**config.mk**
```make
export PLATFORM = sky130hd
export DESIGN_NAME = ex_mem_pipe_stage
export DESIGN_NICKNAME = d
export VERILOG_FILES = /design/src/rtl/ex_mem_pipe_stage.sv
export SDC_FILE = /design/constraint.sdc
export NUM_CORES = 1
export LEC_CHECK = 0
export CELL_PAD_IN_SITES_DETAIL_PLACEMENT = 1
export CELL_PAD_IN_SITES_GLOBAL_PLACEMENT = 1
export CORE_ASPECT_RATIO = 0.9
export CORE_MARGIN = 2
export CORE_UTILIZATION = 35
export CTS_BUF_LIST = sky130_fd_sc_hd__clkbuf_4 sky130_fd_sc_hd__clkbuf_8 sky130_fd_sc_hd__clkbuf_16
export DETAILED_ROUTE_END_ITERATION = 16
export PLACE_DENSITY_LB_ADDON = 0.2
export SETUP_SLACK_MARGIN = 0.2
export SYNTH_ARGS = -nofsm -noshare
export SYNTH_HDL_FRONTEND = slang
export SYNTH_SLANG_ARGS = --single-unit
```
**constraint.sdc**
```tcl
create_clock -name clk -period 1.7 [get_ports clk]
set_input_delay 0.34 -clock clk [delete_from_list [all_inputs] [get_ports clk]]
set_output_delay 0.34 -clock clk [all_outputs]
set_load 0.05 [all_outputs]
```
**src/rtl/ex_mem_pipe_stage.sv**
```systemverilog
`default_nettype none
// ============================================================================
// Module      : ex_mem_pipe_stage
// Description : Elastic EX->MEM stage with optional skid entry, flush, store
//               lane alignment/byte enables and a saturating stall counter.
// Revision    : 1.0 - initial release
// ============================================================================
module ex_mem_pipe_stage #(
    parameter int XLEN   = 32,
    parameter int RD_W   = 5,
    parameter int RSRC_W = 2,
    parameter int SKID   = 1,
    parameter int CNT_W  = 16
) (
    input  logic                clk,
    input  logic                rst,
    input  logic                flush,
    input  logic                valid_e,
    output logic                ready_e,
    input  logic [XLEN-1:0]     AluoutE,
    input  logic [RD_W-1:0]     rdE,
    input  logic [XLEN-1:0]     Mem_dataE,
    input  logic [2:0]          funct3E,
    input  logic                RegWriteE,
    input  logic [RSRC_W-1:0]   ResultSrcE,
    input  logic                MemWriteE,
    output logic                valid_m,
    input  logic                ready_m,
    output logic [XLEN-1:0]     AluoutM,
    output logic [RD_W-1:0]     rdM,
    output logic [XLEN-1:0]     Mem_dataM,
    output logic [XLEN/8-1:0]   byte_enM,
    output logic                misalignM,
    output logic [2:0]          funct3M,
    output logic                RegWriteM,
    output logic [RSRC_W-1:0]   ResultSrcM,
    output logic                MemWriteM,
    output logic [CNT_W-1:0]    stall_cnt
);

    localparam int BE_W  = XLEN / 8;
    localparam int OFF_W = $clog2(BE_W);

    typedef struct packed {
        logic [XLEN-1:0]   alu;
        logic [RD_W-1:0]   rd;
        logic [XLEN-1:0]   data;
        logic [BE_W-1:0]   be;
        logic              mis;
        logic [2:0]        f3;
        logic              regw;
        logic [RSRC_W-1:0] rsrc;
        logic              memw;
    } entry_t;

    entry_t           in_entry;
    entry_t           main_q;
    logic             main_valid;
    logic [OFF_W-1:0] off;
    logic [BE_W-1:0]  be_one;
    logic [BE_W-1:0]  be_two;
    logic [BE_W-1:0]  be_four;
    logic             accept;
    logic             drain;

    assign accept = valid_e & ready_e & ~flush;
    assign drain  = main_valid & ready_m;

    // Lane replication and byte enables are resolved here so MEM sees them registered.
    always_comb begin
        off        = AluoutE[OFF_W-1:0];
        be_one     = '0;
        be_one[0]  = 1'b1;
        be_two     = '0;
        be_two[1:0]  = 2'b11;
        be_four    = '0;
        be_four[3:0] = 4'hF;

        in_entry      = '0;
        in_entry.alu  = AluoutE;
        in_entry.rd   = rdE;
        in_entry.f3   = funct3E;
        in_entry.regw = RegWriteE;
        in_entry.rsrc = ResultSrcE;
        in_entry.memw = MemWriteE;

        case (funct3E[1:0])
            2'b00: begin
                in_entry.data = {BE_W{Mem_dataE[7:0]}};
                in_entry.be   = be_one << off;
                in_entry.mis  = 1'b0;
            end
            2'b01: begin
                in_entry.data = {(XLEN/16){Mem_dataE[15:0]}};
                in_entry.be   = be_two << off;
                in_entry.mis  = off[0];
            end
            2'b10: begin
                in_entry.data = {(XLEN/32){Mem_dataE[31:0]}};
                in_entry.be   = be_four << off;
                in_entry.mis  = |off[1:0];
            end
            default: begin
                in_entry.data = Mem_dataE;
                in_entry.be   = '1;
                in_entry.mis  = (XLEN == 64) ? (|off) : 1'b1;
            end
        endcase

        if (in_entry.mis) begin
            in_entry.be = '0;
        end
    end

    generate
        if (SKID != 0) begin : g_skid
            entry_t skid_q;
            logic   skid_valid;

            assign ready_e = ~skid_valid;

            always_ff @(posedge clk or negedge rst) begin
                if (!rst) begin
                    main_q     <= '0;
                    main_valid <= 1'b0;
                    skid_q     <= '0;
                    skid_valid <= 1'b0;
                end else if (flush) begin
                    main_valid <= 1'b0;
                    skid_valid <= 1'b0;
                end else if (skid_valid) begin
                    // ready_e is low here, so no new entry can arrive.
                    if (drain) begin
                        main_q     <= skid_q;
                        skid_valid <= 1'b0;
                    end
                end else if (accept) begin
                    if (!main_valid || drain) begin
                        main_q     <= in_entry;
                        main_valid <= 1'b1;
                    end else begin
                        skid_q     <= in_entry;
                        skid_valid <= 1'b1;
                    end
                end else if (drain) begin
                    main_valid <= 1'b0;
                end
            end
        end else begin : g_noskid
            assign ready_e = ~main_valid | ready_m;

            always_ff @(posedge clk or negedge rst) begin
                if (!rst) begin
                    main_q     <= '0;
                    main_valid <= 1'b0;
                end else if (flush) begin
                    main_valid <= 1'b0;
                end else if (accept) begin
                    main_q     <= in_entry;
                    main_valid <= 1'b1;
                end else if (drain) begin
                    main_valid <= 1'b0;
                end
            end
        end
    endgenerate

    always_ff @(posedge clk or negedge rst) begin
        if (!rst) begin
            stall_cnt <= '0;
        end else if (main_valid && !ready_m && (stall_cnt != '1)) begin
            stall_cnt <= stall_cnt + 1'b1;
        end
    end

    assign valid_m    = main_valid;
    assign AluoutM    = main_q.alu;
    assign rdM        = main_q.rd;
    assign Mem_dataM  = main_q.data;
    assign byte_enM   = main_q.be;
    assign misalignM  = main_q.mis;
    assign funct3M    = main_q.f3;
    assign ResultSrcM = main_q.rsrc;
    assign RegWriteM  = main_q.regw & main_valid;
    assign MemWriteM  = main_q.memw & main_valid & ~main_q.mis;

endmodule
`default_nettype wire
```
### Word-level counts from Yosys, hierarchy flattened

Index checks and enable logic that the tools add are counted.

| cells by class | value |
|---|---|
| $add $sub $neg | 1 |
| reduce and logical (&&, ||, !) cells | 13 |
| bitwise operators | 10 |
| shift operators | 3 |
| equal/unequal tests | 6 |
| muxes and demuxes | 16 |

Operators with widths:

| kind | count |
|---|---|
| 2-to-1 mux 81 bit | 4 |
| one-hot mux 37 bit (3 select lines) | 1 |
| adder 16 x 1 -> 16 bit, second input constant | 1 |
| != test 16 bit, second input constant | 1 |
| 2-to-1 mux 1 bit | 10 |
| AND reduction 4 bit | 2 |
| bitwise AND 1 bit | 6 |
| 2-to-1 mux 4 bit | 1 |
| != test 2 bit, second input constant | 2 |
| inverter 1 bit | 4 |
| nonzero test 2 bit | 2 |
| left shift 1 x 2 -> 4 bit, first input constant | 1 |
| left shift 2 x 2 -> 4 bit, first input constant | 1 |
| left shift 4 x 2 -> 4 bit, first input constant | 1 |
| != test 3 x 2 -> 1 bit, second input constant | 1 |
| AND reduction 3 bit | 1 |
| nonzero test 3 bit | 1 |
| equality test 2 x 1 -> 1 bit, second input constant | 1 |
| equality test 2 bit, second input constant | 1 |
| logical AND 1 bit | 2 |
| zero test 1 bit | 2 |
| zero test 2 bit | 1 |
| OR reduction 2 bit | 1 |
| logical OR 1 bit | 1 |

| storage, ports and cells | value |
|---|---|
| output and inout bits | 99 |
| register bits | 180 |
| bits of input ports | 81 |

### Depth between registers and ports, before layout

| logic depth | value |
|---|---|
| depth after elaboration | 6 |
| depth in mapped cells | 9 |
| gate-level depth less buffers | 6 |

### Worst setup path before layout

OpenSTA, ideal clock, no wires.

| path | value |
|---|---|
| path kind | register -> register |
| start point | register stall_cnt[0] |
| end point | register stall_cnt[1] |
| path slack | -214 ps |
| data required time | 1,575 ps |
| period minus slack after synthesis | 1,914 ps |
| setup time | 125 ps |
| cell stages (with the launch flop) | 5 |
| arrival | 1,790 ps |
| path buffers | 0 |
| path through | dfrtp_1 -> ha_1 -> and4_1 -> a41oi_2 -> mux2_2 |

| on the way | value |
|---|---|
| word-level cells in the longest chain between the ends | 2 |
| elaborated cells between the ends (all ways) | 3 |

Ends and longest elaborated chain:

| item | RTL line | source |
|---|---|---|
| from (decl) | 38 | `output logic [CNT_W-1:0] stall_cnt` |
| from (signal assigned) | 172 | `stall_cnt <= stall_cnt + 1'b1;` |
| parallel branches: the longest is 2 deep, another holds adder 16 x 1 -> 16 bit | -- |  |

Parallel ways; which one is timed is not known.
A chain may end at the register's enable or synchronous reset.

### Final worst setup path

| path | value |
|---|---|
| start point | register g_skid.skid_valid |
| end point | register g_skid.skid_q[42] in the netlist's numbering |

| on the way | value |
|---|---|
| word-level cells in the longest chain between the ends | 4 |

Ends and longest elaborated chain:

| item | RTL line | source |
|---|---|---|
| from (decl) | 118 | `logic skid_valid;` |
| from (signal assigned) | 127 | `skid_valid <= 1'b0;` |
| from (signal assigned) | 130 | `skid_valid <= 1'b0;` |
| from (signal assigned) | 135 | `skid_valid <= 1'b0;` |
| inverter 1 bit (no source line) * | -- |  |
| bitwise AND 1 bit (2 in series) | 66 | `assign accept = valid_e & ready_e & ~flush;` |
| AND reduction 4 bit (no source line) * | -- |  |
| to (signal assigned) | 142 | `skid_q <= in_entry;` |
| to (decl) | 117 | `entry_t skid_q;` |

Every way passes the cells marked *; elsewhere a longest branch is shown, timed or not.

==> summary.txt <==
Setup path
  • CP Launch Type: register
  • Slowest cell on the critical path: dfrtp_4
  • Max stage delay on crit path: 490 ps
  • Worst setup EP type: register
  • Worst path cell trace: nand2b_4 > or3_4 > buf_12 > buf_16 > nand2_2 > o21ai_2
  • Reg-to-reg critical path startpoint: g_skid.skid_valid$_DFF_PN0_
  • CP startpoint: g_skid.skid_valid$_DFF_PN0_
  • RR Endpoint: g_skid.skid_q[42]$_DFFE_PN0P_
  • Critical path class: register to register
  • WP buf/inv: 2
  • Cell family with the largest share of critical-path delay: simple AND/OR/NAND/NOR gates
  • Worst Path Arrival: 2040 ps
  • Flop2flop setup slack: -30 ps
  • Worst Reg-to-Reg Cells: 6
  • CP Max Fanout: 6
  • Critical path required time: 2010 ps

Pwr
  • Pleak: 0.00584 uW
  • Comb power frac: 33.3%
  • Switching power: 5740 uW
  • Clk pwr share: 26.7%
  • Pwr dens: 1170 nW/um^2
  • Total Power: 14900 uW
  • Peak supply drop: 612 uV
  • Sequential share of power: 40.0%
  • Int Power: 9170 uW
  • Switching share of power: 38.5%

Drt
  • DR pass1 iterations: 4
  • 1st-iter DRT viols: 344
  • Remaining antenna violation count: 0
  • Final Routed Wirelength: 27800 um
  • Number of remaining DRC errors: 0
  • WL met3: 1360 um
  • DR WL met2: 13500 um
  • Routed vias/inst: 5.02
  • Metal-1 WL: 12700 um
  • Via count: 7077
  • Uppermost routed layer: met4
  • Routed wire per std cell: 19.7 um

Finish
  • NumNets Final: 1176
  • Fin util: 52.6%
  • Area added between synthesis and finish: 47.3%
  • FILL cells: 2622
  • Antenna Cells: 0
  • Layout cell share with drive strength beyond 1: 38.0%

Place
  • Gpl congestion: 0.782
  • Dpl hpwl: 16500 um
  • I/O Buffers: 179

Timing
  • Final setup fails: 18
  • Highest Clock Rate: 579 MHz
  • Final hold violations: 0
  • Final min period: 1730 ps
  • Final-report max-slew violation count: 0
  • Tcrit/Tclk final: 102%
  • RSZ-0062 raised after global routing: true
  • Worst rel slew slack: 70.3%
  • Least-Margin Pin Slew: 445 ps
  • Worst Setup Slack, final: -26.8 ps
  • Clk_skew: 11.9 ps

Hold path
  • Hold crit path type: input pin to register
  • Hold Startpoint: funct3E[0]
  • Hold worst-path end: funct3M[0]$_DFFE_PN0P_
  • WHS Path Cells: 3

Outcome
  • Failing checks: setup timing
  • Status: complete, but fails checks

Clock tree
  • Clock Tree Buf Depth: 2
  • Clk sinks: 180
  • H-Tree Level Count: 4
  • Clock Latency Late Sink: 430 ps
  • CTS tree: done
  • Number of CTS-inserted buffers: 17
  • Worst-path clk slew: 80 ps
  • Clock Tree Root: clkbuf_16

Global routing
  • GRT Util Overall: 20.6%
  • Vias in the first global route: 7174
  • First-pass GRT wire length: 41600 um
  • Largest net degree at the start of global routing: 53
  • Antenna violations before repair: 1
  • GR Overflow Total: 0

Synth
  • Asr flop ratio synth: 100%
  • Syn Inst Count: 917
  • Top-area cell type share of the netlist area: 52.0%
  • Seq/Total Area, Yosys: 52.0%
  • Yosys warning total: 0
  • Synth cell count leaders: 272 x nand2_1, 180 x dfrtp_1, 91 x o21ai_0
  • Post-synth top area cell: dfrtp_1
  • Netlist cell types: 50
  • Post-synth EDFFs: 0
  • Top cells by area, synth: dfrtp_1 52%, nand2_1 12%, mux2i_1 7.0%
  • Post-synthesis register bit count: 180
  • Most numerous cell in the Yosys netlist: nand2_1
  • Mapped cell area: 8660 sq um
  • Synth Net Count: 1004
  • Main flop type after synthesis: dfrtp_1
  • Syn avg cell area: 9.45 sq um

Floorplanning
  • Chip height: 153 um
  • Row count: 54
  • Initial core utilization: 35.7%
  • Width of the die: 170 um
  • Core area: 24300 sq um
  • I/O pin count: 180
  • DIE AREA: 26000 sq um

Flow run
  • Max-Cap Viols: 0
[sequential cells by signal, indices dropped and copies added (netlist names)]
register / flops
g_skid.skid_q: 81
AluoutM: 32
Mem_dataM: 32
stall_cnt: 16
rdM: 5
byte_enM: 4
funct3M: 3
ResultSrcM: 2
main_q: 2
g_skid.skid_valid: 1
misalignM: 1
valid_m: 1
[layout by cell type (no fill, tap or decap), types with 10 or more instances in the layout]
| master | count |
|---|---|
| a21oi_1 | 11 |
| and2_1 | 17 |
| buf_12 | 31 |
| buf_16 | 12 |
| buf_4 | 143 |
| buf_6 | 12 |
| clkbuf_16 | 24 |
| clkdlybuf4s50_1 | 77 |
| dfrtp_1 | 162 |
| dfrtp_2 | 17 |
| mux2i_1 | 61 |
| nand2_1 | 200 |
| nand2_2 | 31 |
| nand2_4 | 41 |
| nor2_1 | 18 |
| o21ai_0 | 32 |
| o21ai_1 | 49 |
| o21ai_2 | 40 |
| xnor2_1 | 10 |
[worst min-delay path, cell delays in order]
cell and delay (ps):
buf_2 140, mux2i_1 100, o21ai_1 140
[metrics by stage]
| step | setup TNS, ps | cell area, sq um | hold slack [ps] | cells | setup slack [ps] |
|---|---|---|---|---|---|
| finish | -261 | 12800 | 338 | 1410 | -26.8 |
| global route | -2460 | 12800 | 350 | 1410 | -64.9 |
| CTS | 0 | 11800 | 366 | 1385 | 4.48 |
| detailed placement | -43250 | 10600 | 281 | 1321 | -692 |
| global placement | -42020 | 10600 | 283 | 1321 | -664 |
| floorplan | 0 | 8950 | 44.4 | 917 | 5.33 |
[power groups by stage]
stage	Clock [uW]	Sequential [uW]	Combinational, uW
3_3_place_gp	0	5840	4190
2_1_floorplan	0	5900	3140
3_5_place_dp	0	5870	4270
5_1_grt	4270	6090	5290
6_report	3980	5960	4970
4_1_cts	4070	5810	4510
[routing by layer]
metal,global-route usage (%),vias to the layer above
met5,0,-
met2,33.3,165
met1,28.4,3555
met4,3.66,0
met3,4.84,22
li1,-,3335
[timing repair]
item                       4_1_cts  5_1_grt
pin swaps                       24       76
gates cloned                    13        7
gates resized for setup         73      197
buffers inserted                18       18
setup endpoints to repair      169      177
hold endpoints to repair        28        0
hold buffers                     1        0
[cell families after synthesis]
| family | after synthesis | share of synthesized area [%] |
|---|---|---|
| buf+inv | 138 | 10.5 |
| simple gates | 349 | 16.9 |
| fa+ha+maj | 6 | 0.867 |
| compound gates | 166 | 10.9 |
| flops | 180 | 52.0 |
| mux | 63 | 7.31 |
| xor+xnor | 15 | 1.52 |
[worst max-delay path by stage]
stage          slack [ps]  depth (start not counted)                             to
6_report              -30                          6  g_skid.skid_q[42]$_DFFE_PN0P_
5_1_grt               -60                          7         AluoutM[1]$_DFFE_PN0P_
4_1_cts                 4                          4                        ready_e
3_5_place_dp         -690                          7      Mem_dataM[27]$_DFFE_PN0P_
3_3_place_gp         -660                          7      Mem_dataM[27]$_DFFE_PN0P_
2_1_floorplan           5                          8  g_skid.skid_q[50]$_DFFE_PN0P_
[area by class of cell]
class | count | area [sq um] | share of cell area (%)
well taps | 308 | 385 | 3.02
flip-flops and latches | 180 | 4530 | 35.5
repair buffers | 286 | 3140 | 24.6
inverters | 4 | 33.8 | 0.265
clock buffers | 19 | 453 | 3.55
multi-input cells | 600 | 4090 | 32.1
clock inverters | 13 | 125 | 0.980
Power figures use the tool's default switching activity.
